$ cat config.mk
export PLATFORM = sky130hd
export DESIGN_NAME = snn_inference_sequencer
export DESIGN_NICKNAME = d
export VERILOG_FILES = /design/src/rtl/snn_seq_pkg.sv /design/src/rtl/snn_sat_counter.sv /design/src/rtl/snn_inference_sequencer.sv
export SDC_FILE = /design/constraint.sdc
export NUM_CORES = 1
export LEC_CHECK = 0
export ABC_CLOCK_PERIOD_IN_PS = 2300
export CAP_MARGIN = 5
export CORE_MARGIN = 2
export CORE_UTILIZATION = 50
export CTS_CLUSTER_DIAMETER = 100
export DETAILED_ROUTE_END_ITERATION = 16
export GPL_ROUTABILITY_DRIVEN = 0
export MAX_ROUTING_LAYER = met4
export PLACE_DENSITY_LB_ADDON = 0.2
export SETUP_SLACK_MARGIN = 0.2
export SLEW_MARGIN = 40
export SYNTH_ARGS = -nofsm -noshare
export SYNTH_HDL_FRONTEND = slang
export SYNTH_SLANG_ARGS = --single-unit
$ cat constraint.sdc
create_clock -name clk -period 2.3 [get_ports clk]
set_input_delay 0.46 -clock clk [delete_from_list [all_inputs] [get_ports clk]]
set_output_delay 0.46 -clock clk [all_outputs]
set_load 0.05 [all_outputs]
$ cat src/rtl/snn_seq_pkg.sv
// Shared state encoding and network geometry for the SNN inference sequencer.
package snn_seq_pkg;

   typedef enum logic [2:0] {
      S_IDLE  = 3'd0,
      S_FETCH = 3'd1,
      S_FIRE  = 3'd2,
      S_WAIT  = 3'd3,
      S_DONE  = 3'd4
   } state_t;

   localparam int NET_LATENCY = 3;
   localparam int N_IN        = 8;
   localparam int N_OUT       = 2;

endpackage

$ cat src/rtl/snn_sat_counter.sv
// Per-class spike counter: synchronous clear, single-step increment, saturates at all-ones.
module snn_sat_counter #(
   parameter int W = 8
) (
   input  logic         clk,
   input  logic         reset,
   input  logic         i_clear,
   input  logic         i_inc,
   output logic [W-1:0] o_count
);

   logic [W-1:0] r_count;

   always_ff @(posedge clk) begin
      if (reset) begin
         r_count <= '0;
      end else if (i_clear) begin
         r_count <= '0;
      end else if (i_inc && (r_count != '1)) begin
         r_count <= r_count + W'(1);
      end
   end

   assign o_count = r_count;

endmodule

$ cat src/rtl/snn_inference_sequencer.sv
// Sequences one SNN inference over num_steps timesteps and reports the winning class.
// Optional watchdog on the network response is enabled by defining SNN_SEQ_WATCHDOG_EN.
//
// state   | meaning
// IDLE    | waiting for start; counters hold last result
// FETCH   | in_ready high, waiting for an input frame
// FIRE    | one-cycle net_enable (and divided net_delay_clk) pulse
// WAIT    | waiting for net_data_ready, then accumulate spikes
// DONE    | result_valid high until result_ready
module snn_inference_sequencer
   import snn_seq_pkg::*;
#(
   parameter int STEPS_W     = 8,
   parameter int CNT_W       = 8,
   parameter int DELAY_DIV   = 1,
   parameter int TIMEOUT_CYC = 15
) (
   input  logic               clk,
   input  logic               reset,
   input  logic               start,
   input  logic [STEPS_W-1:0] num_steps,
   input  logic               in_valid,
   input  logic [N_IN-1:0]    in_spikes,
   output logic               in_ready,
   output logic               net_enable,
   output logic               net_delay_clk,
   output logic [N_IN-1:0]    net_input_spikes,
   input  logic [N_OUT-1:0]   net_output_spikes,
   input  logic               net_data_ready,
   output logic               result_valid,
   input  logic               result_ready,
   output logic               result_class,
   output logic               result_tie,
   output logic [CNT_W-1:0]   count0,
   output logic [CNT_W-1:0]   count1,
`ifdef SNN_SEQ_WATCHDOG_EN
   output logic               timeout_err,
`endif
   output logic               busy
);

   localparam int DIV_W = (DELAY_DIV > 1) ? $clog2(DELAY_DIV) : 1;
   localparam logic [DIV_W-1:0] DIV_LAST = DIV_W'(DELAY_DIV - 1);

   if (DELAY_DIV < 1 || TIMEOUT_CYC < 1) begin : g_param_check
      $error("snn_inference_sequencer: DELAY_DIV and TIMEOUT_CYC must be >= 1");
   end

   state_t              r_state;
   state_t              w_next;
   logic [STEPS_W-1:0]  r_num_steps;
   logic [STEPS_W-1:0]  r_step_cnt;
   logic [DIV_W-1:0]    r_div;
   logic                r_net_enable;
   logic                r_net_delay_clk;
   logic [N_IN-1:0]     r_in_spikes;
   logic                w_clear;
   logic                w_acc;
   logic                w_last;
   logic                w_done;

   assign w_clear = (r_state == S_IDLE) && start;
   assign w_acc   = (r_state == S_WAIT) && net_data_ready;
   // Extra bit so a num_steps of all-ones cannot wrap the terminal compare.
   assign w_last  = (({1'b0, r_step_cnt} + (STEPS_W + 1)'(1)) == {1'b0, r_num_steps});
   assign w_done  = (r_state == S_DONE);

`ifdef SNN_SEQ_WATCHDOG_EN
   localparam int WD_W = $clog2(TIMEOUT_CYC + 1);
   logic [WD_W-1:0] r_wd_cnt;
   logic            r_timeout_err;
   logic            w_wd_expire;

   assign w_wd_expire = (r_state == S_WAIT) && !net_data_ready &&
                        (r_wd_cnt == WD_W'(TIMEOUT_CYC - 1));

   always_ff @(posedge clk) begin
      if (reset) begin
         r_wd_cnt      <= '0;
         r_timeout_err <= 1'b0;
      end else begin
         r_wd_cnt <= (r_state == S_WAIT) ? r_wd_cnt + WD_W'(1) : '0;
         if (w_clear) begin
            r_timeout_err <= 1'b0;
         end else if (w_wd_expire) begin
            r_timeout_err <= 1'b1;
         end
      end
   end

   assign timeout_err = r_timeout_err;
`endif

   always_comb begin
      w_next = r_state;
      case (r_state)
         S_IDLE: begin
            if (start) begin
               w_next = (num_steps == '0) ? S_DONE : S_FETCH;
            end
         end
         S_FETCH: begin
            if (in_valid) begin
               w_next = S_FIRE;
            end
         end
         S_FIRE: w_next = S_WAIT;
         S_WAIT: begin
            if (net_data_ready) begin
               w_next = w_last ? S_DONE : S_FETCH;
            end
`ifdef SNN_SEQ_WATCHDOG_EN
            else if (w_wd_expire) begin
               w_next = S_DONE;
            end
`endif
         end
         S_DONE: begin
            if (result_ready) begin
               w_next = S_IDLE;
            end
         end
         default: w_next = S_IDLE;
      endcase
   end

   always_ff @(posedge clk) begin
      if (reset) begin
         r_state         <= S_IDLE;
         r_num_steps     <= '0;
         r_step_cnt      <= '0;
         r_div           <= '0;
         r_net_enable    <= 1'b0;
         r_net_delay_clk <= 1'b0;
         r_in_spikes     <= '0;
      end else begin
         r_state         <= w_next;
         // Pulses are registered on entry so they line up exactly with FIRE.
         r_net_enable    <= (w_next == S_FIRE);
         r_net_delay_clk <= (w_next == S_FIRE) && (r_div == '0);
         if (w_clear) begin
            r_num_steps <= num_steps;
            r_step_cnt  <= '0;
            r_div       <= '0;
         end
         if ((r_state == S_FETCH) && in_valid) begin
            r_in_spikes <= in_spikes;
         end
         if (r_state == S_FIRE) begin
            r_div <= (r_div == DIV_LAST) ? '0 : r_div + DIV_W'(1);
         end
         if (w_acc) begin
            r_step_cnt <= r_step_cnt + STEPS_W'(1);
         end
      end
   end

   snn_sat_counter #(.W(CNT_W)) u_cnt0 (
      .clk     (clk),
      .reset   (reset),
      .i_clear (w_clear),
      .i_inc   (w_acc && net_output_spikes[0]),
      .o_count (count0)
   );

   snn_sat_counter #(.W(CNT_W)) u_cnt1 (
      .clk     (clk),
      .reset   (reset),
      .i_clear (w_clear),
      .i_inc   (w_acc && net_output_spikes[1]),
      .o_count (count1)
   );

   assign in_ready         = (r_state == S_FETCH);
   assign busy             = (r_state != S_IDLE);
   assign result_valid     = w_done;
   assign result_class     = w_done && (count1 > count0);
   assign result_tie       = w_done && (count0 == count1);
   assign net_enable       = r_net_enable;
   assign net_delay_clk    = r_net_delay_clk;
   assign net_input_spikes = r_in_spikes;

endmodule

# Word-level counts from Yosys, hierarchy flattened
# Index checks and enable logic that the tools add are counted.
# word_totals
register_bits,46
input_bits,24
# classes
add_sub_neg,5
magnitude_cmp,1
n_eq_ne,9
mux,12
bitwise,1
n_reduce_logical,16
# op_table
operator,n
8-bit by 1-bit adder with 8-bit output (second input constant),3
3-bit 2-to-1 mux,6
8-bit 2-to-1 mux,2
8-bit != test (second input constant),2
3-bit one-hot mux with 5 select lines,1
1-bit logical AND,10
8-bit by 1-bit adder with 9-bit output (second input constant),1
3-bit by 2-bit == test with 1-bit output (second input constant),3
9-bit by 8-bit == test with 1-bit output,1
8-bit == test,1
8-bit > comparator,1
8-bit zero test,1
2-bit nonzero test,2
3-bit by 1-bit == test with 1-bit output (second input constant),1
3-bit == test (second input constant),1
3-bit zero test,1
1-bit 2-to-1 mux,3
3-bit nonzero test,1
2-bit OR reduction,1
1-bit adder (second input constant),1
1-bit inverter,1

# Depth between registers and ports, before layout
# Gate-level depths: netlist (run 1).
# logic_depth
depth_word,7
mapped_depth,7
ltp_nobuf,7

# Modules after synthesis
# A second synthesis (run 1) with hierarchy kept.
# unflattened
hier_cells,296
hier_area_um2,2506.2
# by_module_without_submodules
mod,instances,cells_each,area_each_um2
snn_inference_sequencer,1,202,1635.3
snn_sat_counter,2,47,435.4

# Least setup slack after synthesis (run 1)
# No wires, ideal clock.
# synth_path
kind,register to output
from,"register u_cnt0.r_count[7], in the netlist u_cnt0.o_count[7]"
to,output result_tie
t_arrival_ps,2310
setup_slack_ps,-470
path_stages_with_launch,5
path_buffers,0
path_cell_list,dfxtp_1 -> inv_1 -> ha_1 -> nand4_1 -> nor3_1
# synth_between
elab_chain_len,2
# synth_rtl
item,line_no,text
"start, declared",snn_sat_counter.sv:12,logic [W-1:0] r_count;
"start signal, assigned",snn_sat_counter.sv:20,r_count <= r_count + W'(1);
8-bit == test,snn_inference_sequencer.sv:178,assign result_tie = w_done && (count0 == count1);
1-bit logical AND,snn_inference_sequencer.sv:178,
"end, declared",snn_inference_sequencer.sv:33,"output logic result_tie,"
# No other way between the ends.

# Worst setup path after layout (run 1)
# layout_path
from,"register u_cnt0.r_count[1], in the netlist u_cnt0.o_count[1]"
to,output result_class
# layout_between
elab_chain_len,2
# layout_rtl
item,line_no,text
8-bit > comparator,snn_inference_sequencer.sv:177,assign result_class = w_done && (count1 > count0);
1-bit logical AND,snn_inference_sequencer.sv:177,
"end, declared",snn_inference_sequencer.sv:32,"output logic result_class,"
# No other way between the ends.

==> results of run 1 <==
## registers in the layout (all words and copies together) (netlist names)
name              cells
net_input_spikes      8
r_num_steps           8
r_step_cnt            8
u_cnt0.o_count        8
u_cnt1.o_count        8
r_state               3
net_enable            1
## placed cells by master (no fill, tap or decap), types with 2 or more instances in the layout
cell / n
sky130_fd_sc_hd__nand3_1: 8
sky130_fd_sc_hd__dfxtp_2: 10
sky130_fd_sc_hd__nor4_1: 5
sky130_fd_sc_hd__mux2i_1: 10
sky130_fd_sc_hd__or3_1: 4
sky130_fd_sc_hd__nand2_1: 32
sky130_fd_sc_hd__ha_4: 4
sky130_fd_sc_hd__inv_1: 12
sky130_fd_sc_hd__nand4_1: 6
sky130_fd_sc_hd__o211ai_1: 2
sky130_fd_sc_hd__o21a_1: 2
sky130_fd_sc_hd__a21oi_1: 21
sky130_fd_sc_hd__o21ai_0: 12
sky130_fd_sc_hd__dfxtp_1: 26
sky130_fd_sc_hd__nor2_1: 38
sky130_fd_sc_hd__buf_4: 18
sky130_fd_sc_hd__clkdlybuf4s50_1: 49
sky130_fd_sc_hd__or4_2: 2
sky130_fd_sc_hd__nor3_1: 11
sky130_fd_sc_hd__a211oi_1: 2
sky130_fd_sc_hd__dfxtp_4: 8
sky130_fd_sc_hd__nor2b_1: 2
sky130_fd_sc_hd__clkbuf_8: 5
sky130_fd_sc_hd__xor2_1: 6
sky130_fd_sc_hd__clkinv_4: 2
sky130_fd_sc_hd__ha_1: 6
sky130_fd_sc_hd__xnor2_1: 16
sky130_fd_sc_hd__inv_2: 2
## layout make-up
| type | count | area [um^2] |
|---|---|---|
| clock buffer | 6 | 93.8 |
| timing repair buffer | 70 | 666 |
| inverter | 15 | 58.8 |
| tap | 52 | 65.1 |
| sequential | 44 | 923 |
| fill | 329 | 1180 |
| clock inverter | 2 | 17.5 |
| multi-input combinational | 217 | 1440 |
## timing repair
action	4_1_cts	5_1_grt
resized for setup	10	8
setup buffers	8	1
setup endpoints to repair	3	4
pin swaps	5	4
## final timing paths
kind | cells after the start | from | endpoint
setup / recovery | 8 | u_cnt0.o_count[1] | result_class
hold / removal | 2 | r_num_steps[6] | r_num_steps[6]
setup reg to reg | 6 | r_step_cnt[1] | r_state[0]
hold reg to reg | 2 | r_num_steps[6] | r_num_steps[6]
## synth_stat cells (all sizes together), types with 8 or more instances
library cell,count,share of area
inv,15,0.024
buf,8,0.024
nor2,38,0.060
nor3,12,0.025
xnor2,16,0.059
o21ai,12,0.025
a21oi,21,0.045
nand3,9,0.021
ha,11,0.058
nand2,32,0.051
mux2i,10,0.042
dfxtp,44,0.37
## critical path, stage by stage, from the launching register on
cell and delay (ns):
sky130_fd_sc_hd__dfxtp_4 0.36, sky130_fd_sc_hd__inv_2 0.04, sky130_fd_sc_hd__ha_4 0.20, sky130_fd_sc_hd__nor2b_4 0.12, sky130_fd_sc_hd__o21a_1 0.16, sky130_fd_sc_hd__o21a_1 0.16
sky130_fd_sc_hd__o211ai_1 0.25, sky130_fd_sc_hd__a31oi_4 0.11, sky130_fd_sc_hd__buf_6 0.17
## cell families (layout without fill, tap and decap cells)
group,Yosys count,after routing
adders and majority gates,11,11
xor gates and xnor gates,22,22
DFF,44,44
and+or+nand+nor,123,123
AOI/OAI and AO/OA,51,51
muxes,10,10
buffers and inverters,28,93
## stage by stage
| step | setup TNS, ns | worst slack, ns | hold WS, ns |
|---|---|---|---|
| after floorplan | 0 | 0.222 | 0.448 |
| after global placement | 0 | 0.190 | 0.456 |
| after detailed placement | 0 | 0.163 | 0.460 |
| after CTS | -0.0524 | -0.0524 | 0.473 |
| after global routing | -0.0909 | -0.0909 | 0.503 |
| final | -0.0421 | -0.0421 | 0.469 |
## power by group through the flow
| stage | clock (uW) | combinational (uW) | sequential [uW] |
|---|---|---|---|
| final | 566 | 253 | 795 |
| after floorplan | 0 | 132 | 844 |
| after global routing | 602 | 278 | 800 |
| after global placement | 0 | 252 | 819 |
| after CTS | 574 | 255 | 798 |
| after detailed placement | 0 | 255 | 820 |
## layer usage
layer  vias up  track usage
met1      1042        0.340
met2        68        0.374
met5         -            -
met4         0       0.0494
met3         4       0.0483
li1       1128            -
==> results list, run 1 <==
- The analysis attributes to cell leakage a power of 0.00118 uW.
- Routed Wire Length: 5870 um
- Clock skew on the completed layout was measured at 0.00682 ns.
- Switch share: 0.278
- Portion of the clock cycle consumed by the worst path in the final layout: 1.02
- CTS placed an instance of sky130_fd_sc_hd__clkbuf_8 at the clock tree root.
- TritonCTS built the clock tree.
* Instance area after placement: 0.00302 mm^2
* Count of pins on the block boundary: 55
- For this run, the number of Yosys warnings is 0.
- From left edge to right edge, the die measures 72.7 um.
* Ratio of total power to cell area: 495 mW/mm^2
- Slew HR: 0.623
- In the synthesized netlist the dominant register cell turns out to be sky130_fd_sc_hd__dfxtp_1.
- Outcome: complete, but fails checks
- 0 antenna diodes ended up in the layout.
- Combinational share of power: 0.157
- STA classifies the critical path startpoint as a register.
* Mux share of post-synthesis cell area: 0.0424
- Power comes to 1610 uW.
- Counting flops and latches in the post-synthesis netlist gives 44.
- For this design the total switching power over the nets is 449 uW.
* Syn_nets: 324
* Internal power: 1170 uW
* Maximum clock path buffer count: 2
- Across all setup checks in the final design, the least slack found is -0.0421 ns.
- Cts bufs inserted: 5
- WL met2: 2710 um
- The worst-case IR drop observed on VDD is 0.000421 V.
- Insertion delay to the later sink of the worst-skew pair: 0.30 ns
* Ratio of cells with drive above 1 in the final layout: 0.192
- Instance count of the mapped netlist: 289
- Global route overflow: 0
* Mean post-synth cell area: 8.17 um^2
- Of the total power, registers draw 0.493.
* Async set-reset flop share out of synthesis: 0
* Max Cap Viol: 0
* Synth-to-Final Area Change: 38.3%
- Proportion of synthesized chip area in sequential cells: 0.373
- The worst setup path is captured at an output port.
- Finished Layout Cells: 406
* Met3 routed wirelength: 308 um
- Shortest clock period the worst path allows after layout: 2.34 ns
- The routed layout has 2242 vias.
- The number of hold buffers added after CTS was 0.
- Initial cell density of the core: 0.531
* Distinct cell type count of the synthesized netlist: 48
- Derived from the worst setup path, the maximum achievable clock frequency is 427 MHz.
- Detailed Route Iter0 Violations: 187
- Post-Synth XOR/XNOR Area: 0.0817
- Final Setup Violations: 1
- Type of the most critical hold path: reg2reg
- In the routed design, unresolved DRC markers number 0.
- Antenna-violating nets left: 0
- Input and output buffers added on the ports amount to 54.
- Full die area: 0.00529 mm^2
* Clock transition at the registers of the reported paths: 0.09 ns
- For flop-to-flop paths, the worst setup slack is 0.36 ns.
- Of the total synthesized cell area, the portion taken by AND, OR, NAND and NOR gates is 0.253.
- The H-tree generated during clock tree synthesis spans 2 levels.
* Post-route standard cell area excluding fillers: 0.00326 mm^2
- The highest layer touched by signal routing is met4.
- Number of synthesized flops with an enable pin: 0
* Post-detailed-route wirelength per cell: 14.5 um
* Vias in the first global route: 2148
- For this block, wires on met1 add up to 2820 um.
- After detailed routing, the number of vias per cell comes to 5.52.
* Compound-cell area share of the yosys netlist: 0.136
- The final reports fail on negative setup slack.
- Fin. Hold Viols: 0
- At the worst endpoint, the required time is 1.84 ns.
* Transition time of the tightest slew-check pin: 0.566 ns
* Worst EP arrival: 1.88 ns
- The final-report max-slew violation count came to 0.
- Fraction of the mapped netlist area in adder cells: 0.0583
- Vertical die dimension: 72.7 um
- Number of nets in the finished design: 388
* Maximum number of pins on one net before global-route repair: 29
- Clock tree synthesis found a total of 44 sinks.
* HPWL after DPL: 4180 um
- The cell area that synthesis handed to floorplanning was 0.00236 mm^2.
* Overall routing resource usage: 0.245
- Setup repair after global routing could not meet its margin everywhere.
- Number of antenna violations at the first check in global routing: 0
* Clock network fraction of total power: 0.350
* Maximum fanout along the worst path: 2
- After floorplanning, the core was divided into 24 placement rows.
- The core region is 0.00444 mm^2.
- Router iterations before antenna repair: 4
* Util after Layout: 0.735
* Main combinational cell family by area after synthesis: simple AND/OR/NAND/NOR gates
- The critical path is of the reg2out type.
- Counting tap cells, the placed design contains a total of 389 instances.
* Global-route wire length before repair: 9960 um
(Power assumes the default switching activity.)
==> run 2: changes to the inputs <==
Settings changed: CORE_UTILIZATION 50 to 51, SETUP_SLACK_MARGIN 0.2 to unset, SYNTH_HIERARCHICAL set to 1.
==> results list, run 2 <==
* Internal power: 1250 uW (+7.2%)
- Commonest cells in the synthesized netlist: 44 x sky130_fd_sc_hd__dfxtp_1, 36 x sky130_fd_sc_hd__nand2_1, 28 x sky130_fd_sc_hd__a21oi_1
* Async set-reset flop share out of synthesis: 0 (unchanged)
- The TritonCTS buffer count is 5 (unchanged).
- STA classifies the critical path startpoint as a register.
* Area of the core: 0.00472 mm^2 (+6.3%)
* Flip-flop and latch count after synthesis: 44 (unchanged)
- The global-route wire length before repair was 10100 um (+1.4%).
- Insertion delay to the later sink of the worst-skew pair: 0.31 ns (about the same)
* Transition time of the tightest slew-check pin: 0.568 ns (+0.00275 ns)
* Type of the most critical hold path: reg2reg
* Fill cell instance count of the final layout: 392 (+19%)
- GR Util met2: 0.379 (+0.00523)
- Final Setup Violations: 0 (-1)
* Instance count of the mapped netlist: 296 (+2.4%)
- The worst slack after detailed placement was -0.105 ns (-0.268 ns).
- The highest achievable clock rate was 441 MHz (+3.3%).
* Met3 Resource Use GR: 0.0434 (-0.00498)
- The hold buffer count at CTS is 0 (unchanged).
- The post-synthesis cell area is 0.00251 mm^2 (+6.2%).
- The net count after synthesis is 331 (+2.2%).
- Grt peak-use layer: met2
* Critical path capture point type: output port
* Post-route standard cell area excluding fillers: 0.00342 mm^2 (+4.8%)
- Portion of the clock cycle consumed by the worst path in the final layout: 0.986 (-0.0327)
- Top flip-flop cell by instance count after synthesis: sky130_fd_sc_hd__dfxtp_1
- Longest individual stage delay on the worst path: 0.38 ns (+0.02 ns)
* DRC violation count after routing: 0 (unchanged)
- Number of synthesized flops with an enable pin: 0 (unchanged)
- Distinct cell type count of the synthesized netlist: 47 (-2.1%)
- The relative slew slack was 0.620 (-0.00302).
- The buffer depth of the longest clock path is 2 (unchanged).
* Core Rows: 25 (+4.2%)
* Overall routing resource usage: 0.244 (-0.00156)
* Detailed-route via count: 2388 (+6.5%)
* Critical path cell sequence: inv_1 > ha_1 > and3_1 > nand4_1 > o211ai_1 > a21oi_2 > buf_12
* Vias in the first global route: 2186 (+1.8%)
- The CTS clock-pin slew for the worst setup and hold paths is 0.09 ns (about the same).
- Switch share: 0.284 (+0.00572)
* Library cell contributing the largest single delay on the critical path: sky130_fd_sc_hd__dfxtp_4
* Initial cell density of the core: 0.531 (about the same)
- TritonCTS built the clock tree.
* Instance area after placement: 0.00322 mm^2 (+6.9%)
- Post-route clock skew: 0.00538 ns (-0.00144 ns)
- The power spent charging and discharging nets is 495 uW (+10%).
- The worst hold margin was 0.475 ns (+0.00613 ns).
- The total congestion overflow is 0 (unchanged).
- The shortest clock period the worst path allows after layout came to 2.27 ns (-0.0752 ns).
- The count of inserted antenna diode cells came to 0 (unchanged).
* Antenna-violating nets left: 0 (unchanged)
* Synthesis Warnings: 6 (+6)
* Finished Layout Cells: 436 (+7.4%)
* Ratio of cells with drive above 1 in the final layout: 0.163 (-0.0295)
- The met1 global-route usage came to 0.324 (-0.0166).
* CP Data Required Time: 1.84 ns (about the same)
* Fraction of the mapped netlist area in adder cells: 0.0549 (-0.00341)
- The number of port buffers was 54 (unchanged).
- Number of H-tree levels: 2 (unchanged)
- The number of antenna violations at the first check in global routing was 0 (unchanged).
- The post-route setup TNS came to 0 ns (+0.0421 ns).
- Smallest setup slack after layout: 0.0332 ns (+0.0752 ns)
- The count of routing violations after the opening detailed-route iteration came to 138 (-26%).
- The power share of the clock group is 0.357 (+0.007).
* Maximum vdd drop: 0.000542 V (+29%)
* Maximum number of pins on one net before global-route repair: 16 (-45%)
- Count of pins on the block boundary: 55 (unchanged)
- The power density over cell area is 510 mW/mm^2 (+3.1%).
- HPWL after DPL: 4600 um (+10%)
* Max Cap Viol: 0 (unchanged)
* Commonest non-fill, non-tap cell in the layout: sky130_fd_sc_hd__clkdlybuf4s50_1
- The synthesized design spends more area on one cell type than any other, namely sky130_fd_sc_hd__dfxtp_1.
* Leading cell types in the layout, fill and taps excluded: 49 x sky130_fd_sc_hd__clkdlybuf4s50_1, 36 x sky130_fd_sc_hd__nand2_1, 34 x sky130_fd_sc_hd__dfxtp_1
* Share of the synthesized area in the top cell type: 0.351 (-0.0218)
- Router iterations before antenna repair: 4 (unchanged)
- The data arrival time of the worst path was 1.81 ns (-0.07 ns).
- Num Clock Sinks: 44 (unchanged)
- Most numerous cell in the Yosys netlist: sky130_fd_sc_hd__dfxtp_1
* Via density: 5.48 (-0.82%)
- The flow ran to the end, and the final reports show no timing, DRC or antenna violations.
* Combinational share of power: 0.181 (+0.024)
- From synthesis to final layout, the design area changed by 36.5%.
- The final net count came to 403 (+3.9%).
- Number of slew-limit violations in the final report: 0 (unchanged)
- The average footprint of a synthesized cell is 8.47 um^2 (+3.7%).
- Fin. Hold Viols: 0 (unchanged)
- Class of the most critical setup path: reg2out
* Vertical die dimension: 74.1 um (+1.9%)
- Full die area: 0.00549 mm^2 (+3.9%)
- Crit path buf inv count: 2 (unchanged)
* Main combinational cell family by area after synthesis: simple AND/OR/NAND/NOR gates
* Compound-cell area share of the yosys netlist: 0.161 (+0.0250)
* Total instance count after detailed placement: 424 (+9.0%)
* Mux share of post-synthesis cell area: 0.0639 (+0.0215)
- The floorplan die width is 74.1 um (+1.9%).
- The kind of cell with the highest combined delay along the critical path is flip-flops.
- The post-synthesis simple-gate area fraction came to 0.281 (+0.0282).
- The fraction of synthesized cell area in xor and xnor cells was 0.0384 (-0.0432).
- Routed Wire Length: 6250 um (+6.6%)
- CTS root buf: sky130_fd_sc_hd__clkbuf_8
* Static power due to leakage: 0.00132 uW (+12%)
- The fraction of the yosys area taken by sequential cells came to 0.351 (-0.0218).
- The part of the total power dissipated in sequential elements came to 0.463 (-0.030).
- The detailed-route wire length per cell was 14.3 um (-0.77%).
- Maximum fanout along the worst path: 6 (+4)
- Sorting the synthesized cells by area gives the leading types as sky130_fd_sc_hd__dfxtp_1 35%, sky130_fd_sc_hd__mux2i_1 6.4%, sky130_fd_sc_hd__a21oi_1 5.6%.
## run 2: changes by cell type after synthesis, moves of 6 or more
| cell | change |
|---|---|
| sky130_fd_sc_hd__a21oi_1 | +7 |
| sky130_fd_sc_hd__nor3_1 | -9 |
| sky130_fd_sc_hd__and3_1 | +8 |
| sky130_fd_sc_hd__mux2i_1 | +6 |
| sky130_fd_sc_hd__xnor2_1 | -8 |
| sky130_fd_sc_hd__nor2_1 | -14 |
## run 2: worst paths after layout
| check | from | end | slack [ns] | depth (start not counted) |
|---|---|---|---|---|
| max | u_cnt0/o_count[2] | result_class | 0.03 | 7 |
| min | r_num_steps[6] | r_num_steps[6] | 0.48 | 2 |
| max reg2reg | r_state[0] | u_cnt0/o_count[3] | 0.30 | 8 |
| min reg2reg | r_num_steps[6] | r_num_steps[6] | 0.48 | 2 |
## run 2: layout make-up
type | instances | area [um^2] | area share
clock inverter | 3 | 47.5 | 0.0139
inverter | 12 | 45.0 | 0.0132
clock buffer | 5 | 68.8 | 0.0201
sequential | 44 | 898 | 0.263
timing repair buffer | 77 | 736 | 0.215
multi-input combinational | 228 | 1540 | 0.451
tap | 67 | 83.8 | 0.0245
## run 2: stage by stage
step	power, uW	util
2_1_floorplan	1030	-
3_3_place_gp	1140	0.682
3_5_place_dp	1140	0.682
4_1_cts	1760	0.709
5_1_grt	1810	0.724
6_report	1740	0.724
## run 2: kinds of logic after synthesis
kind of cell | Yosys count
xor gates and xnor gates | 11
buffers and inverters | 24
DFF | 44
adders and majority gates | 11
AOI/OAI and AO/OA | 60
muxes | 16
and+or+nand+nor | 130
## run 2: timing repair
action                                  4_1_cts  5_1_grt
endpoints found under the setup margin        1        3
pin swaps                                     0        6
endpoints found under the hold margin         0        0
setup buffers                                 0        4
resized for setup                             8       11
## run 2: power by group through the flow
stage	sequential, uW	clock (uW)	combinational, uW
after floorplan	850	0	177
after global placement	826	0	310
after detailed placement	827	0	315
after CTS	809	635	316
after global routing	810	657	339
final	807	622	315
## run 2: routing by layer
| layer | vias up | wire (um) |
|---|---|---|
| li1 | 1209 | - |
| met1 | 1098 | 2880 |
| met2 | 72 | 2870 |
| met3 | 9 | 411 |
| met4 | 0 | 94 |
| met5 | - | 0 |
## run 2: tightest hold or removal path: stages (launching register included)
cell	delay, ns
sky130_fd_sc_hd__dfxtp_1	0.33
sky130_fd_sc_hd__nand2_1	0.05
sky130_fd_sc_hd__a21oi_1	0.05
==> variant (flow settings as in run 1) <==
Re-encode `state_t` (5 states) as one-hot, 5 bits wide.
--- a/src/rtl/snn_seq_pkg.sv
+++ b/src/rtl/snn_seq_pkg.sv
@@ -3,8 +3,8 @@
 
-   typedef enum logic [2:0] {
-      S_IDLE  = 3'd0,
-      S_FETCH = 3'd1,
-      S_FIRE  = 3'd2,
-      S_WAIT  = 3'd3,
-      S_DONE  = 3'd4
+   typedef enum logic [4:0] {
+      S_IDLE  = 5'b00001,
+      S_FETCH = 5'b00010,
+      S_FIRE  = 5'b00100,
+      S_WAIT  = 5'b01000,
+      S_DONE  = 5'b10000
    } state_t;
Check against the original RTL: no difference found for any inputs over 10 cycles, from zero or initial values and one cycle with reset high; not proved beyond that.
==> variant against run 1 <==
Utilization shrank 1.1 points; area after synthesis grew 6.9%; critical path type unchanged; the flow still finishes with violations (setup timing); sequential cell count increased by 2; total power rose by 1.6%; synthesized cell count increased by 5.5%; clock skew down 0.00082 ns; worst setup slack worse by 0.13 ns; routed wire length up 4.7%; design area grew 6.1%; clock power increased by 1%; global-route usage is 0.14 points higher; largest power group unchanged.
==> variant: results (changes against run 1) <==
outcome:
  status: "finished with violations"  # unchanged
  violations: "setup timing"  # unchanged
clock_network:
  numClockSinks: 46  # was 44
power_and_ir_drop:
  powerDensity_nw_per_um2: 474  # was 495 nW/um2
  switching_share_pct: 26.7  # was 27.8%
finish:
  nonClockInverterCount: 10  # was 15
  buffer_area_share_pct: 19.9  # was 20.4%
  seq_area_um2: 953  # was 923 um2
  finalNonFillerCells: 435  # was 406
  fillers: 374  # was 329
  multi_input_area_share_pct: 45.8  # was 44.1%
  clock_area_share_pct: 3.11  # was 3.41%
synth:
  postSynthAreaPerCell_um2: 8.27  # was 8.17 um2
  synth-compound-area-share_pct: 12.8  # was 13.6%
  yosys-top-cells-area: "dfxtp_1 36%, nor2_1 6.1%, xnor2_1 5.6%"  # was dfxtp_1 37%, nor2_1 6.0%, xnor2_1 5.9%
  synthTopCellsByCount: "46 x dfxtp_1, 41 x nor2_1, 23 x nand2_1"  # was 44 x dfxtp_1, 38 x nor2_1, 32 x nand2_1
sta:
  setup_viol: 1  # unchanged
  setup_slack_ns: -0.174  # was -0.0421 ns
  setup-tns-final_ns: -0.174  # was -0.0421 ns
  worst_slew_pin_slew_ns: 0.521  # was 0.566 ns
worst_hold_path:
  min_from: "net_input_spikes[4]"  # was r_num_steps[6]
placement:
  placed_cell_area_um2: 3210  # was 3020 um2
  place_ws_ns: 0.180  # was 0.163 ns
worst_setup_path:
  r2r-start: "r_step_cnt[0]"  # was r_step_cnt[1]
  rrSetupSlack_ns: 0.29  # was 0.36 ns
global_routing:
  grt_usage_pct: 24.7  # was 24.5%
  grt_pass1_vias: 2295  # was 2148
  grt_pass1_wl_mm: 10.2  # was 9.96 mm
drt:
  vias_per_cell: 5.55  # was 5.52
-- variant: what timing repair did --
action                                  4_1_cts  5_1_grt
setup buffers                                 8        1
hold endpoints to repair                      0        0
pin swaps                                     8        2
gates resized for setup                      13        4
endpoints found under the setup margin        3        6
-- variant: metal layers --
metal / vias to the layer above / GRT usage [%] / wire length (um)
li1: 1196 / - / -
met1: 1130 / 27.9 / 2610
met2: 72 / 41.8 / 3090
met3: 17 / 6.29 / 305
met4: 0 / 9.13 / 144
met5: - / - / 0
-- variant: worst min-delay path by stage --
stage / to / depth (start not counted)
2_1_floorplan: r_step_cnt[1] / 2
3_3_place_gp: net_input_spikes[6] / 2
3_5_place_dp: net_input_spikes[2] / 2
4_1_cts: net_input_spikes[4] / 2
5_1_grt: net_input_spikes[4] / 2
6_report: net_input_spikes[4] / 2
-- variant: power by group through the flow --
stage	Sequential, uW	Clock (uW)	Combinational [uW]
global route	833	628	260
floorplan	850	0	141
CTS	829	587	238
global placement	847	0	237
detailed placement	848	0	240
finish	830	573	237
